$ cat config.mk
export PLATFORM = sky130hd
export DESIGN_NAME = line_buf_seq_flat
export DESIGN_NICKNAME = d
export VERILOG_FILES = /design/src/rtl/line_buf_seq_if.sv /design/src/rtl/line_buf_seq.sv /design/src/flat_wrapper.sv
export SDC_FILE = /design/constraint.sdc
export NUM_CORES = 1
export LEC_CHECK = 0
export CAP_MARGIN = 20
export CELL_PAD_IN_SITES_DETAIL_PLACEMENT = 0
export CELL_PAD_IN_SITES_GLOBAL_PLACEMENT = 1
export CORE_UTILIZATION = 34
export DETAILED_ROUTE_END_ITERATION = 7
export PLACE_DENSITY = 0.86
export SYNTH_ARGS = -nofsm -noshare
export SYNTH_HDL_FRONTEND = slang
export SYNTH_SLANG_ARGS = --single-unit
$ cat constraint.sdc
create_clock -name clk -period 2.45 [get_ports clk]
set_input_delay 0.245 -clock clk [delete_from_list [all_inputs] [get_ports clk]]
set_output_delay 0.245 -clock clk [all_outputs]
set_load 0.005 [all_outputs]
$ cat src/rtl/line_buf_seq_if.sv
`default_nettype none
// ============================================================================
// Module   : line_buf_seq_if
// Purpose  : Bundles the mode/strobe inputs and the buffer-control outputs
//            of the line-buffer sequencer.
// Ports    : i_mode[1:0]      requested mode (00 LOAD, 01 PROC, 10 OUT, 11 HOLD)
//            i_chblk          block-change strobe (rising edges act)
//            o_state[1:0]     registered mode
//            o_we[NBUF-1:0]   per-buffer write/read enable
//            o_memSelect      buffer index for the LOAD/OUT mux
//            o_base           PROC window base index
//            o_substate       OUT addressing substate
//            o_ld_wrap        one-cycle pulse on load-pointer wrap
//            o_wrap_cnt[15:0] load-wrap counter
// Modports : master (stimulus side), slave (sequencer side)
// Revision : 1.0 - initial release
// ============================================================================
interface line_buf_seq_if #(
  parameter int NBUF = 5,
  parameter int NSUB = 2
);
  localparam int SEL_W = $clog2(NBUF);
  localparam int SUB_W = (NSUB > 1) ? $clog2(NSUB) : 1;

  logic [1:0]       i_mode;
  logic             i_chblk;
  logic [1:0]       o_state;
  logic [NBUF-1:0]  o_we;
  logic [SEL_W-1:0] o_memSelect;
  logic [SEL_W-1:0] o_base;
  logic [SUB_W-1:0] o_substate;
  logic             o_ld_wrap;
  logic [15:0]      o_wrap_cnt;

  modport master (
    output i_mode, i_chblk,
    input  o_state, o_we, o_memSelect, o_base, o_substate, o_ld_wrap, o_wrap_cnt
  );

  modport slave (
    input  i_mode, i_chblk,
    output o_state, o_we, o_memSelect, o_base, o_substate, o_ld_wrap, o_wrap_cnt
  );
endinterface
`default_nettype wire

$ cat src/rtl/line_buf_seq.sv
`default_nettype none
// ============================================================================
// Module   : line_buf_seq
// Purpose  : Sequencer for a ring of NBUF = N+NEXTRA line buffers. LOAD
//            writes one buffer at a time, PROC enables an N-buffer window
//            that slides by STEP, OUT reads buffers out one by one, HOLD
//            freezes everything. Pointers advance on rising edges of
//            i_chblk, interpreted in the registered mode.
// Ports    : clk   clock, rising edge
//            rst   synchronous active-high reset
//            bus   line_buf_seq_if.slave (mode/strobe in, controls out)
// Macro    : LINE_BUF_SEQ_WRAP_CNT_EN - when defined, o_wrap_cnt counts
//            load-pointer wraps (mod 2^16); otherwise it is tied to 0.
// Revision : 1.0 - initial release
// ============================================================================
module line_buf_seq #(
  parameter int N      = 3,
  parameter int NEXTRA = 2,
  parameter int STEP   = 1,
  parameter int NSUB   = 2
) (
  input  wire logic     clk,
  input  wire logic     rst,
  line_buf_seq_if.slave bus
);
  localparam int NBUF  = N + NEXTRA;
  localparam int SEL_W = $clog2(NBUF);
  localparam int SUB_W = (NSUB > 1) ? $clog2(NSUB) : 1;

  localparam logic [SEL_W-1:0] SEL_MAX  = SEL_W'(NBUF - 1);
  localparam logic [SEL_W-1:0] BASE_LIM = SEL_W'(NBUF - STEP);
  localparam logic [SEL_W-1:0] STEP_V   = SEL_W'(STEP);
  localparam logic [SUB_W-1:0] SUB_MAX  = SUB_W'(NSUB - 1);

  typedef enum logic [1:0] {
    ST_LOAD = 2'b00,
    ST_PROC = 2'b01,
    ST_OUT  = 2'b10,
    ST_HOLD = 2'b11
  } state_t;

  state_t           state_q;
  logic             chblk_q;
  logic [SEL_W-1:0] ld_ptr_q;
  logic [SEL_W-1:0] base_q;
  logic [SEL_W-1:0] out_ptr_q;
  logic [SUB_W-1:0] sub_q;
  logic             ld_wrap_q;

  logic             blk_edge;
  logic [SEL_W-1:0] ld_ptr_d;
  logic [SEL_W-1:0] base_d;
  logic [SEL_W-1:0] out_ptr_d;
  logic [SUB_W-1:0] sub_d;
  logic             out_entry;
  logic [NBUF-1:0]  we;
  logic [SEL_W-1:0] mem_sel;

  assign blk_edge  = bus.i_chblk & ~chblk_q;

  assign ld_ptr_d  = (ld_ptr_q  == SEL_MAX) ? '0 : ld_ptr_q  + 1'b1;
  assign out_ptr_d = (out_ptr_q == SEL_MAX) ? '0 : out_ptr_q + 1'b1;
  assign sub_d     = (sub_q     == SUB_MAX) ? '0 : sub_q     + 1'b1;
  // Subtract the complement instead of adding STEP then reducing, so the
  // intermediate never exceeds NBUF-1 and cannot overflow SEL_W bits.
  assign base_d    = (base_q >= BASE_LIM) ? (base_q - BASE_LIM) : (base_q + STEP_V);

  // Substate bumps once per OUT entry; HOLD keeps it frozen even if the
  // next requested mode is OUT.
  assign out_entry = (state_q != ST_OUT) && (state_q != ST_HOLD) &&
                     (bus.i_mode == 2'(ST_OUT));

  // N consecutive ones starting at bit b, wrapping from bit NBUF-1 to bit 0.
  function automatic logic [NBUF-1:0] proc_mask(input logic [SEL_W-1:0] b);
    logic [NBUF-1:0] m;
    int              off;
    m = '0;
    for (int i = 0; i < NBUF; i++) begin
      off = (i >= int'(b)) ? (i - int'(b)) : (i + NBUF - int'(b));
      if (off < N) m[i] = 1'b1;
    end
    return m;
  endfunction

  always_ff @(posedge clk) begin
    if (rst) begin
      state_q   <= ST_LOAD;
      chblk_q   <= 1'b0;
      ld_ptr_q  <= '0;
      base_q    <= '0;
      out_ptr_q <= '0;
      sub_q     <= '0;
      ld_wrap_q <= 1'b0;
    end else begin
      state_q   <= state_t'(bus.i_mode);
      chblk_q   <= bus.i_chblk;
      ld_wrap_q <= 1'b0;
      // The edge is steered by the mode already registered, not by i_mode.
      if (blk_edge) begin
        case (state_q)
          ST_LOAD: begin
            ld_ptr_q  <= ld_ptr_d;
            ld_wrap_q <= (ld_ptr_q == SEL_MAX);
          end
          ST_PROC: base_q    <= base_d;
          ST_OUT:  out_ptr_q <= out_ptr_d;
          default: ;
        endcase
      end
      if (out_entry) sub_q <= sub_d;
    end
  end

  always_comb begin
    we      = '0;
    mem_sel = '0;
    case (state_q)
      ST_LOAD: begin
        we[ld_ptr_q] = 1'b1;
        mem_sel      = ld_ptr_q;
      end
      ST_PROC: we      = proc_mask(base_q);
      ST_OUT:  mem_sel = out_ptr_q;
      default: ;
    endcase
  end

`ifdef LINE_BUF_SEQ_WRAP_CNT_EN
  logic [15:0] wrap_cnt_q;

  always_ff @(posedge clk) begin
    if (rst) begin
      wrap_cnt_q <= '0;
    end else if (ld_wrap_q) begin
      wrap_cnt_q <= wrap_cnt_q + 16'd1;
    end
  end

  assign bus.o_wrap_cnt = wrap_cnt_q;
`else
  assign bus.o_wrap_cnt = 16'd0;
`endif

  assign bus.o_state     = state_q;
  assign bus.o_we        = we;
  assign bus.o_memSelect = mem_sel;
  assign bus.o_base      = base_q;
  assign bus.o_substate  = sub_q;
  assign bus.o_ld_wrap   = ld_wrap_q;
endmodule
`default_nettype wire

$ cat src/flat_wrapper.sv
// flat-port wrapper written by rule: the top's interface ports become plain ports
module line_buf_seq_flat 
#(
  parameter int N      = 3,
  parameter int NEXTRA = 2,
  parameter int STEP   = 1,
  parameter int NSUB   = 2
)
  (clk, rst, bus_i_mode, bus_i_chblk, bus_o_state, bus_o_we, bus_o_memSelect, bus_o_base, bus_o_substate, bus_o_ld_wrap, bus_o_wrap_cnt);
  line_buf_seq_if #(.NBUF(5), .NSUB(NSUB)) bus_i ();
  input  wire logic clk;
  input  wire logic rst;
  input wire logic [$bits(bus_i.i_mode)-1:0] bus_i_mode;
  input wire logic [$bits(bus_i.i_chblk)-1:0] bus_i_chblk;
  output wire logic [$bits(bus_i.o_state)-1:0] bus_o_state;
  output wire logic [$bits(bus_i.o_we)-1:0] bus_o_we;
  output wire logic [$bits(bus_i.o_memSelect)-1:0] bus_o_memSelect;
  output wire logic [$bits(bus_i.o_base)-1:0] bus_o_base;
  output wire logic [$bits(bus_i.o_substate)-1:0] bus_o_substate;
  output wire logic [$bits(bus_i.o_ld_wrap)-1:0] bus_o_ld_wrap;
  output wire logic [$bits(bus_i.o_wrap_cnt)-1:0] bus_o_wrap_cnt;
  assign bus_i.i_mode = bus_i_mode;
  assign bus_i.i_chblk = bus_i_chblk;
  assign bus_o_state = bus_i.o_state;
  assign bus_o_we = bus_i.o_we;
  assign bus_o_memSelect = bus_i.o_memSelect;
  assign bus_o_base = bus_i.o_base;
  assign bus_o_substate = bus_i.o_substate;
  assign bus_o_ld_wrap = bus_i.o_ld_wrap;
  assign bus_o_wrap_cnt = bus_i.o_wrap_cnt;
  line_buf_seq #(.N(N), .NEXTRA(NEXTRA), .STEP(STEP), .NSUB(NSUB)) u_core (.clk(clk), .rst(rst), .bus(bus_i));
endmodule
==> results of run 1 <==
-- report_power, final --
| part | switching [mW] | total (mW) | internal, mW |
|---|---|---|---|
| combinational | 0.0523 | 0.107 | 0.0546 |
| clock | 0.0722 | 0.181 | 0.108 |
| sequential | 0.0112 | 0.246 | 0.234 |
| total | 0.136 | 0.533 | 0.397 |
-- metal layers --
metal / vias up / wire [um] / track usage, %
li1: 549 / - / -
met2: 37 / 1220 / 23.9
met5: - / 0 / 0
met3: 2 / 109 / 1.46
met1: 484 / 1290 / 19.5
met4: 0 / 14 / 3.49
-- worst paths after layout --
| check | startpoint | to | slack (ns) |
|---|---|---|---|
| setup / recovery | u_core.bus.o_base[0] | bus_o_we[4] | 0.01 |
| hold / removal | u_core.out_ptr_q[2] | u_core.out_ptr_q[2] | 0.50 |
| setup reg to reg | u_core.bus.o_base[1] | u_core.bus.o_base[2] | 0.92 |
| hold reg to reg | u_core.out_ptr_q[2] | u_core.out_ptr_q[2] | 0.50 |
-- stage by stage --
| stage | hold slack, ns | cell area [um^2] | TNS (ns) | std cells | worst slack, ns |
|---|---|---|---|---|---|
| global placement | 0.479 | 1470 | 0 | 223 | 0.156 |
| global route | 0.532 | 1550 | -0.204 | 226 | -0.0788 |
| finish | 0.501 | 1550 | 0 | 226 | 0.0138 |
| detailed placement | 0.485 | 1470 | 0 | 223 | 0.112 |
| floorplan | 0.317 | 1310 | 0 | 170 | 0.523 |
| CTS | 0.493 | 1540 | 0 | 226 | 0.00823 |
-- area by class of cell --
| class | count | area [um^2] |
|---|---|---|
| Fill cell | 340 | 1890 |
| Multi-Input combinational cell | 123 | 858 |
| Timing Repair Buffer | 28 | 260 |
| Clock buffer | 3 | 41.3 |
| Inverter | 12 | 45.0 |
| Sequential cell | 14 | 285 |
| Tap cell | 46 | 57.6 |
-- state kept, by name, summed over array words and instances (netlist names) --
register and flops:
u_core.bus.o_base 3, u_core.bus.o_ld_wrap 1, u_core.bus.o_state 2, u_core.bus.o_substate 1, u_core.chblk_q 1, u_core.ld_ptr_q 3, u_core.out_ptr_q 3
-- critical path: stages, from the launching register on --
cell and delay, ns:
dfxtp_2 0.34, inv_1 0.10, ha_4 0.20, ha_4 0.27, nor2_1 0.05, a2111oi_2 0.34
a311o_1 0.16, clkdlybuf4s50_1 0.50
-- what timing repair did --
action / in CTS / in global routing
setup endpoints to repair: 4 / 5
gates resized for setup: 6 / 6
pin swaps: 1 / 1
hold buffers: 0 / 0
-- cells by family after synthesis --
kind of cell             Yosys count  share of synthesized area, %
AO/OA/AOI/OAI                     33                          16.3
XOR/XNOR                           1                         0.697
adder cells (fa/ha/maj)           19                          18.9
buffers and inverters             33                          16.2
flip-flops                        14                          22.3
multiplexers                       5                          3.98
other                              1                         0.299
AND/OR/NAND/NOR                   49                          21.2
-- placed cells by master, fill, tap and decap left out, types with 2 or more instances in the layout --
master           count
inv_1               11
clkbuf_8             3
nand4_1              2
nor2b_1              6
a31oi_1              2
ha_1                16
mux2i_1              5
o21ai_0              6
nor3_1               2
nor2_1              22
a21oi_1             13
o311ai_1             2
nand2_1              8
ha_4                 2
buf_4                9
nand3b_1             2
clkdlybuf4s50_1     18
conb_1              16
o21ai_1              3
dfxtp_1             12
==> results.md, run 1 <==
Run status:
- The flow ran to the end, and the final reports show no timing, DRC or antenna violations.

Synth:
- Yosys printed 0 warnings.
- The synthesized area per cell is 8.10 um^2.
- Counting flops with a built-in enable in the synthesized netlist gives 0.
- The most frequent cell after synthesis is nor2_1.
- The share of the Yosys chip area taken by registers is approximately 22%.
- Synthesis produced 155 cells.
- The share of the synthesized area in the top cell type is ~22%.
- After synthesis the netlist holds a flip-flop and latch count of 14.
- The largest area contributor in the netlist is dfxtp_1.
- In the synthesized netlist, the cells that appear most often are nor2_1, ha_1, buf_4.
- The number of distinct library cell variants in the gate-level netlist after synthesis is 35.
- Among all flip-flop cells after synthesis, the most frequent one is dfxtp_1.
- In the post-synthesis netlist, the biggest area contributors are dfxtp_1, ha_1, buf_4.
- In this run the cell area of the synthesized design comes to 1260 um^2.
- Of all flip-flops after synthesis, the portion carrying an async set or reset was 0%.

Clock network:
- The library cell used as clock root buffer is clkbuf_8.
- In this run the number of H-tree levels came out at 1.
- The number of buffers added by the clock tree synthesis step is 3.
- The clock tree from TritonCTS is built.
- Clock-pin slew was measured on the worst setup and hold paths at roughly 0.05 ns.
- The tree built by TritonCTS fans out to 14 sinks.
- The post-CTS setup buffer count is 0.
- The maximum clock path buffer count is 2.
- The latest clock arrival within the worst-skew pair is approximately 0.24 ns.

Floorplan:
- The y dimension of the die is approximately 63 um.
- The die outline width is approximately 63 um.
- The floorplan step defined a die boundary enclosing approximately 3900 um^2.
- The floorplan step defined a core boundary enclosing approximately 3400 um^2.
- The initial utilization of the core area, before any placement, comes to between 30% and 40%.
- The number of rows in the core area is 21.
- The number of primary I/O pins is 36.

Route:
- The final route contains 1072 vias.
- In the routed layout, each cell is associated on average with a via count of ~4.7.
- In the final routed layout, each cell accounts on average for 11.7 um.
- The number of optimization iterations in the first detailed-route pass is 4.
- After detailed routing, the number of remaining DRC violations is 0.
- Summed over all layers, the routed wires come to 2640 um.
- The number of routed nets with antenna violations is 0.
- The violation count after the first detailed-route iteration is 40.

Setup path:
- The sort of element at the end of the critical path is an output pin.
- Data on the critical path arrives at its endpoint at ~2.2 ns.
- The worst reg2reg path depth is 8.
- The launching element type of the critical path is a flop.
- The worst setup path is of the reg2out kind.
- The largest driver fanout on the critical path is 4.
- For the worst setup path, the data required time is between 2 and 2.5 ns.

Power:
- Total power for the finished layout comes to 0.533 mW.
- In this run the power density over the cells is 344 nW/um^2.
- The worst-case IR drop observed on VDD is 0.325 mV.
- The analysis attributes to cell leakage a power of 0.662 nW.

Finish:
- From synthesis to final layout, the design area changed by 23.2%.
- Cells with a size suffix above 1 make up 13.9% of the layout.
- Once layout is complete, the utilization of the core stands at 45.0%.
- The number of antenna diodes in the final layout is 0.
- At the end of the flow, the number of nets in the layout was 206.

Hold path:
- The tightest min-delay check is of the reg2reg type.
- The worst hold path was traced through 2 stages.

Timing:
- The hold violation total from the final report is 0.
- The max-slew headroom at the worst pin is about 64%.
- The transition time at the pin with the least slew margin is 0.534 ns.
- Based on the critical path, the design can be clocked at up to 410 MHz.
- The number of max-slew violations in the final report is 0.
- The fraction of the cycle the final worst path needs is 99.4%.
- The final period demand of the worst path is 2.44 ns.
- The final setup skew is 0.00337 ns.
- The final count of negative-setup-slack endpoints is 0.
- Setup repair after global routing could not meet its margin everywhere.

Global routing:
- Across every metal layer, demand over resource in global routing totals 14.3%.
- The first global-routing pass estimated 4630 um of wire.
- The number of global-route vias before repair is 1031.
- The global route total overflow is 0.
- The number of antenna violations at the first check in global routing is 0.
- The maximum number of pins on one net before global-route repair is 15.

Job:
- The tool flagged a number of max-cap violations equal to 0.

Placed design:
- The placed wire-length estimate is 2050 um.
- The routability congestion estimate from global placement is approximately 0.85.
- Port buffering added 19 buffers.
Note: power is estimated with default switching activity, not from simulation.
==> run 2: changes to the inputs <==
CORE_UTILIZATION = 48   (was 34)
CTS_CLUSTER_SIZE = 40   (was default)
DONT_BUFFER_PORTS = 1   (was default)
PLACE_DENSITY = 0.89   (was 0.86)
clock period = 3.1 ns   (was 2.45 ns; I/O delays follow)
==> results.md, run 2 (synthesis results as in run 1) <==
Finish:
- The area growth from synthesis to final layout is -2.79%.
- The net count of the finished layout is 179.
- Leaving out fill and tap cells, the most frequent cell in the layout is nor2_1.
- The number of antenna diodes in the final layout is 0.
- The post-route netlist has 6.54% of its cells at a drive strength greater than 1.
- The fill cell instance count of the final layout is about 250.
- In the layout the commonest cells are nor2_1, ha_1, conb_1.

Setup path:
- The worst register-to-register path ends at u_core.bus.o_base[0].
- STA classifies the critical path startpoint as a flop.
- For the worst setup path, the data arrival time is 2.25 ns.
- The largest driver fanout on the critical path is 9.
- The slowest cell on the critical path is dfxtp_1.
- The setup slack of the most critical reg-to-reg path is 1.27 ns.
- On the worst path, the slowest cell contributes a delay of 0.53 ns.
- The launch point of the worst reg-to-reg path is u_core.bus.o_base[1].
- By startpoint and endpoint, the worst setup path is classified as reg2out.
- In this design, the critical path's most frequently occurring cell is ha_1.
- The sort of element at the end of the critical path is an output pin.
- The required time of the critical path is 2.79 ns.
- The worst reg2reg path depth is 7.
- In this design, the largest share of critical-path delay is due to adder cells.
- The signal on the critical path passes through inv_1, ha_1, ha_1, nor2_1, a2111oi_2, a311o_1.
- The number of buffer and inverter instances along the worst setup path is 1.

Timing:
- The hold violation total from the final report was 0.
- The transition time at the pin with the least slew margin is 0.533 ns.
- In the final timing run, aggregate negative setup slack is 0 ns.
- Across the routed clock network, the largest skew measured is 0.00516 ns.
- The number of max-slew violations in the final report came to 0.
- The final period demand of the worst path is about 2.6 ns.
- The final count of negative-setup-slack endpoints is 0.
- Setup repair after global routing left no endpoint under its margin.
- The worst pin sits at a relative slew slack of 64.4%.
- Dividing the final minimum period by the clock period gives between 80% and 90%.
- Based on the critical path, the design can be clocked at up to between 300 and 400 MHz.

Floorplan:
- After floorplanning, the core was divided into 18 placement rows.
- The number of primary I/O pins is 36.
- The die outline width is 53.2 um.
- The initial utilization of the core area, before any placement, comes to 50.7%.
- The die covers 2830 um^2.
- The core area is about 2500 um^2.
- The die is roughly 53 um tall.

Power:
- The leakage power of the design is 0.527 nW.
- Power spread over the standard cell area amounts to between 200 and 300 nW/um^2.
- The overall power after layout is 0.350 mW.
- The worst vdd rail ir drop is 0.215 mV.

Route:
- In this run the remaining antenna-violating nets after routing total 0.
- After detailed routing, the number of vias per cell comes to 5.42.
- For this run, the detailed router's first-pass iteration total came to 4.
- For this block, the via count after detailed routing is 991.
- The violation count after the first detailed-route iteration is 24.
- The overall routed net length is approximately 2400 um.
- The average wire length per cell after detail routing is 13.3 um.
- In the routed design, unresolved DRC markers number 0.

Clock network:
- The clock tree from TritonCTS is built.
- The maximum clock path buffer count is 2.
- After clock tree synthesis, the flow added hold-fix buffers numbering 0.
- TritonCTS created 3 clock buffers.
- Once the clock tree was built, the setup fixing pass inserted 0 buffers.
- The tree is rooted in a clkbuf_4.
- CTS saw 14 sinks.
- Clock latency on the worst-skew pair, taken at its later pin, is 0.28 ns.
- The post-CTS resize count is 0.
- CTS built an H-tree with a depth of 1.
- Clock-pin slew was measured on the worst setup and hold paths at 0.08 ns.

Hold path:
- Along the worst hold path, the cell count comes to 1.
- The worst hold path endpoint is u_core.ld_ptr_q[1].
- The worst min-delay path category is in2reg.
- The launch point of the worst hold path is rst.

Run status:
- The run finished with clean final reports.

Global routing:
- For this run, the total global-route usage over all layers was measured as between 10% and 20%.
- The global-route wire length before repair is a little under 4000 um.
- The number of global-route vias before repair is 873.
- For this run the aggregate overflow at the end of global routing stands at 0.
- The maximum number of pins on one net before global-route repair is 15.
- The number of antenna violations at the first check in global routing is 0.

Placed design:
- The placed wire-length estimate is 1820 um.
- The congestion estimate from routability-driven global placement came to 0.883.
- The count of buffers added on input and output ports is 0.

Job:
- The number of violations of the max-capacitance limit is 0.
[run 2: changes by cell type in the layout (fill, tap and decap cells not counted), sizes merged]
cell / delta
buf: -8
clkdlybuf4s50: -18
dlymetal6s2s: -1
[run 2: per-layer routing]
layer	global-route usage, %	routed length [um]
met1	24.2	1110
met2	30.0	1100
met3	4.89	172
met4	9.21	46
met5	0	0
[run 2: through the flow]
| stage | worst slack [ns] | hold WS, ns | instance area [um^2] | cells | util, % |
|---|---|---|---|---|---|
| final | 0.540 | 0.0846 | 1220 | 183 | 49.3 |
| after global routing | 0.405 | 0.0717 | 1220 | 183 | 49.3 |
| after CTS | 0.561 | 0.0784 | 1220 | 183 | 49.3 |
| after detailed placement | 0.877 | 0.383 | 1200 | 180 | 48.4 |
| after global placement | 0.985 | 0.381 | 1200 | 180 | 48.4 |
| after floorplan | 1.11 | 0.382 | 1310 | 170 | - |
[run 2: power breakdown]
| group | switching (mW) | internal [mW] | leakage [nW] | total [mW] |
|---|---|---|---|---|
| sequential | 0.0106 | 0.185 | 0.114 | 0.196 |
| combinational | 0.0320 | 0.0207 | 0.399 | 0.0527 |
| clock | 0.0565 | 0.0451 | 0.0138 | 0.102 |
| total | 0.0991 | 0.251 | 0.527 | 0.350 |
[run 2: layout make-up]
class                           instances  area, um^2  share of cell area, %
Multi-Input combinational cell        123         828                   67.8
Sequential cell                        14         280                   23.0
Inverter                               12        45.0                   3.69
Tap cell                               30        37.5                   3.07
Clock buffer                            3        22.5                   1.84
Timing Repair Buffer                    1        7.51                  0.615
[run 2: worst max path at each step]
stage                        to  depth (start not counted)  slack, ns            startpoint
floorplan           bus_o_we[4]                          6       1.11  u_core.bus.o_base[1]
global placement    bus_o_we[4]                          6       0.99  u_core.bus.o_base[1]
detailed placement  bus_o_we[4]                          6       0.88  u_core.bus.o_base[1]
CTS                 bus_o_we[4]                          6       0.56  u_core.bus.o_base[1]
global route        bus_o_we[4]                          6       0.41  u_core.bus.o_base[1]
finish              bus_o_we[4]                          6       0.54  u_core.bus.o_base[1]
==> run 3: changes to the inputs <==
CORE_UTILIZATION = 41   (was 48)
PLACE_DENSITY = 0.82   (was 0.89)
clock period = 2.2 ns   (was 3.1 ns; I/O delays follow)
==> results.md, run 3 (synthesis results as in run 1) <==
Run status:
- The run finished, with violations left.
- The checks that failed: design-rule violations.

Timing:
- The fraction of the cycle the final worst path needs is 95.2%.
- Setup violations remaining at the end of the flow were counted as 0.
- After routing, the total negative slack on setup checks comes to 0 ns.
- The tightest hold path in the finished design has a slack of 0.0118 ns.
- The hold violation total from the final report came to 0.
- The final setup skew is between 0.003 and 0.004 ns.
- The worst setup slack after layout is 0.105 ns.
- The final period demand of the worst path is ~2.1 ns.
- The number of max-slew violations in the final report is 0.
- The maximum clock rate is 477 MHz.

Finish:
- Across the whole layout, storage elements account for 285 um^2.
- The total area of multi-input combinational cells is 831 um^2.
- The net count of the finished layout is 189.
- Cells with a size suffix above 1 make up between 10% and 20% of the layout.
- The area growth from synthesis to final layout is 5.48%.
- The library cell used most frequently in the layout, excluding fill and tap cells, is nor2_1.
- The design area is 1330 um^2.
- The final cell count without fillers is 195.
- The repair_antennas step left the layout with diodes totalling 0.
- In the layout the commonest cells are nor2_1, ha_1, conb_1.
- Fill cells in the final layout number 283.

Placed design:
- Once placement finished, the instance area stood at 1230 um^2.
- After legalization and detailed placement, the total HPWL measured 1930 um.
- The post-placement setup slack is 0.227 ns.
- The number of placed instances with taps included is 185.
- The count of input and output buffers is 0.
- The routability congestion estimate from global placement is 0.965.

Route:
- Detailed routing inserted a total of 1033 vias.
- The routed design uses 125 um of met3 wire.
- In the routed design, unresolved DRC markers number 3.
- The average wire length per cell after detail routing is 13.6 um.
- The wire length on met2 is roughly 1200 um.
- The routed design has about 2600 um of wire.
- For this run, the detailed router's first-pass iteration total came to 6.
- Once detail routing completed, the nets flagged for antenna violations numbered 0.
- The topmost layer with routed signal wires is met4.
- In the final routing, the length of wire on met1 measures 1260 um.
- After the first detailed-routing iteration, the DRC count stood at 56.
- In the routed layout, each cell is associated on average with a via count of 5.30.

Hold path:
- The worst hold path belongs to the class in2reg.

Global routing:
- After global routing the overflow that remains totals 0.
- Global routing consumed, over all layers together, about 16% of the routing resources.
- Entering global routing, the biggest net connects 13 pins.
- The global-route wire length before repair is about 4300 um.
- The number of global-route vias before repair is roughly 950.
- The number of antenna violations at the first check in global routing was 0.

Clock network:
- The maximum clock path buffer count is 2.
- Buffers inserted during clock tree synthesis total 3.
- The clock slew seen by the registers of the worst setup and hold paths is 0.08 ns.
- The clock net in this run drives a total of 14 sinks.
- CTS placed an instance of clkbuf_4 at the clock tree root.
- TritonCTS built the clock tree.
- In this run the number of H-tree levels came out at 1.
- The latest clock arrival within the worst-skew pair is 0.28 ns.

Setup path:
- The largest driver fanout on the critical path is 8.
- The endpoint arrival time on the critical path is about 1.9 ns.
- For the worst setup path, the data required time is 1.98 ns.
- The type of the worst setup path is reg2out.
- The sort of element at the end of the critical path is an output pin.
- The launching element type of the critical path is a flop.

Job:
- The number of violations of the max-capacitance limit is 0.

Power:
- The leakage power of the design is about 0.58 nW.
- Dividing total power by cell area gives a power density of 410 nW/um^2.
- Across the VDD grid, the largest voltage drop is ~0.36 mV.

Floorplan:
- The total area inside the core boundary comes to approximately 2800 um^2.
- Row generation in the floorplan step produced 19 rows.
- From bottom edge to top edge, the die measures 57.4 um.
- The die footprint is 3290 um^2.
- The initial utilization of the core area, before any placement, comes to 44.4%.
- The die is between 50 and 60 um wide.
- In this run the count of I/O pins placed on the die edge is 36.
## run 3: cell types whose count changed in the layout (fill, tap and decap cells not counted), sizes merged
| cell | delta |
|---|---|
| clkbuf | +1 |
| inv | -1 |
| dlygate4sd3 | +2 |
| clkinvlp | +2 |
| buf | +7 |
## run 3: worst max-delay path, cell delays in order, from the launching register on
cell	delay, ns
dfxtp_4	0.40
buf_4	0.15
ha_1	0.17
inv_1	0.05
ha_1	0.20
a211o_1	0.27
o22ai_1	0.21
a31o_2	0.15
## run 3: area by class of cell
type,instances,area share [%]
tap,31,2.93
clock buffer,4,2.74
sequential,14,21.5
timing repair buffer,10,6.04
inverter,12,3.68
timing repair inverter,1,0.378
multi-input combinational,123,62.7
## run 3: power by group
group / total, mW / internal [mW] / switching, mW / leakage [nW]
Clock: 0.183 / 0.101 / 0.0822 / 0.0210
Combinational: 0.0869 / 0.0345 / 0.0524 / 0.439
Sequential: 0.274 / 0.261 / 0.0127 / 0.115
Total: 0.543 / 0.396 / 0.147 / 0.575
## run 3: per-stage QoR
step / total power, mW / util (%)
after floorplan: 0.368 / -
final: 0.543 / 46.8
after global routing: 0.581 / 46.8
after global placement: 0.357 / 43.5
after detailed placement: 0.358 / 43.5
after CTS: 0.546 / 45.2
## run 3: path summary, 6_finish.rpt
check	from	end	slack, ns	depth (start not counted)
worst max-delay path	u_core.bus.o_base[0]	bus_o_we[2]	0.11	7
worst min-delay path	rst	u_core.bus.o_ld_wrap	0.01	1
worst max register to register	u_core.bus.o_base[0]	u_core.bus.o_base[2]	0.65	8
worst min register to register	u_core.out_ptr_q[2]	u_core.out_ptr_q[2]	0.52	2
## run 3: routing by layer
layer | vias up | global-route usage, %
met3 | 6 | 3.17
li1 | 516 | -
met1 | 472 | 21.7
met4 | 0 | 6.62
met2 | 39 | 26.2
met5 | - | 0
## run 3: what timing repair did
item / CTS / global route
setup buffers: 0 / 3
pin swaps: 0 / 3
gates resized for setup: 2 / 6
endpoints found under the hold margin: 12 / 1
setup endpoints to repair: 3 / 4
hold buffers: 1 / 1
gates cloned: 0 / 1
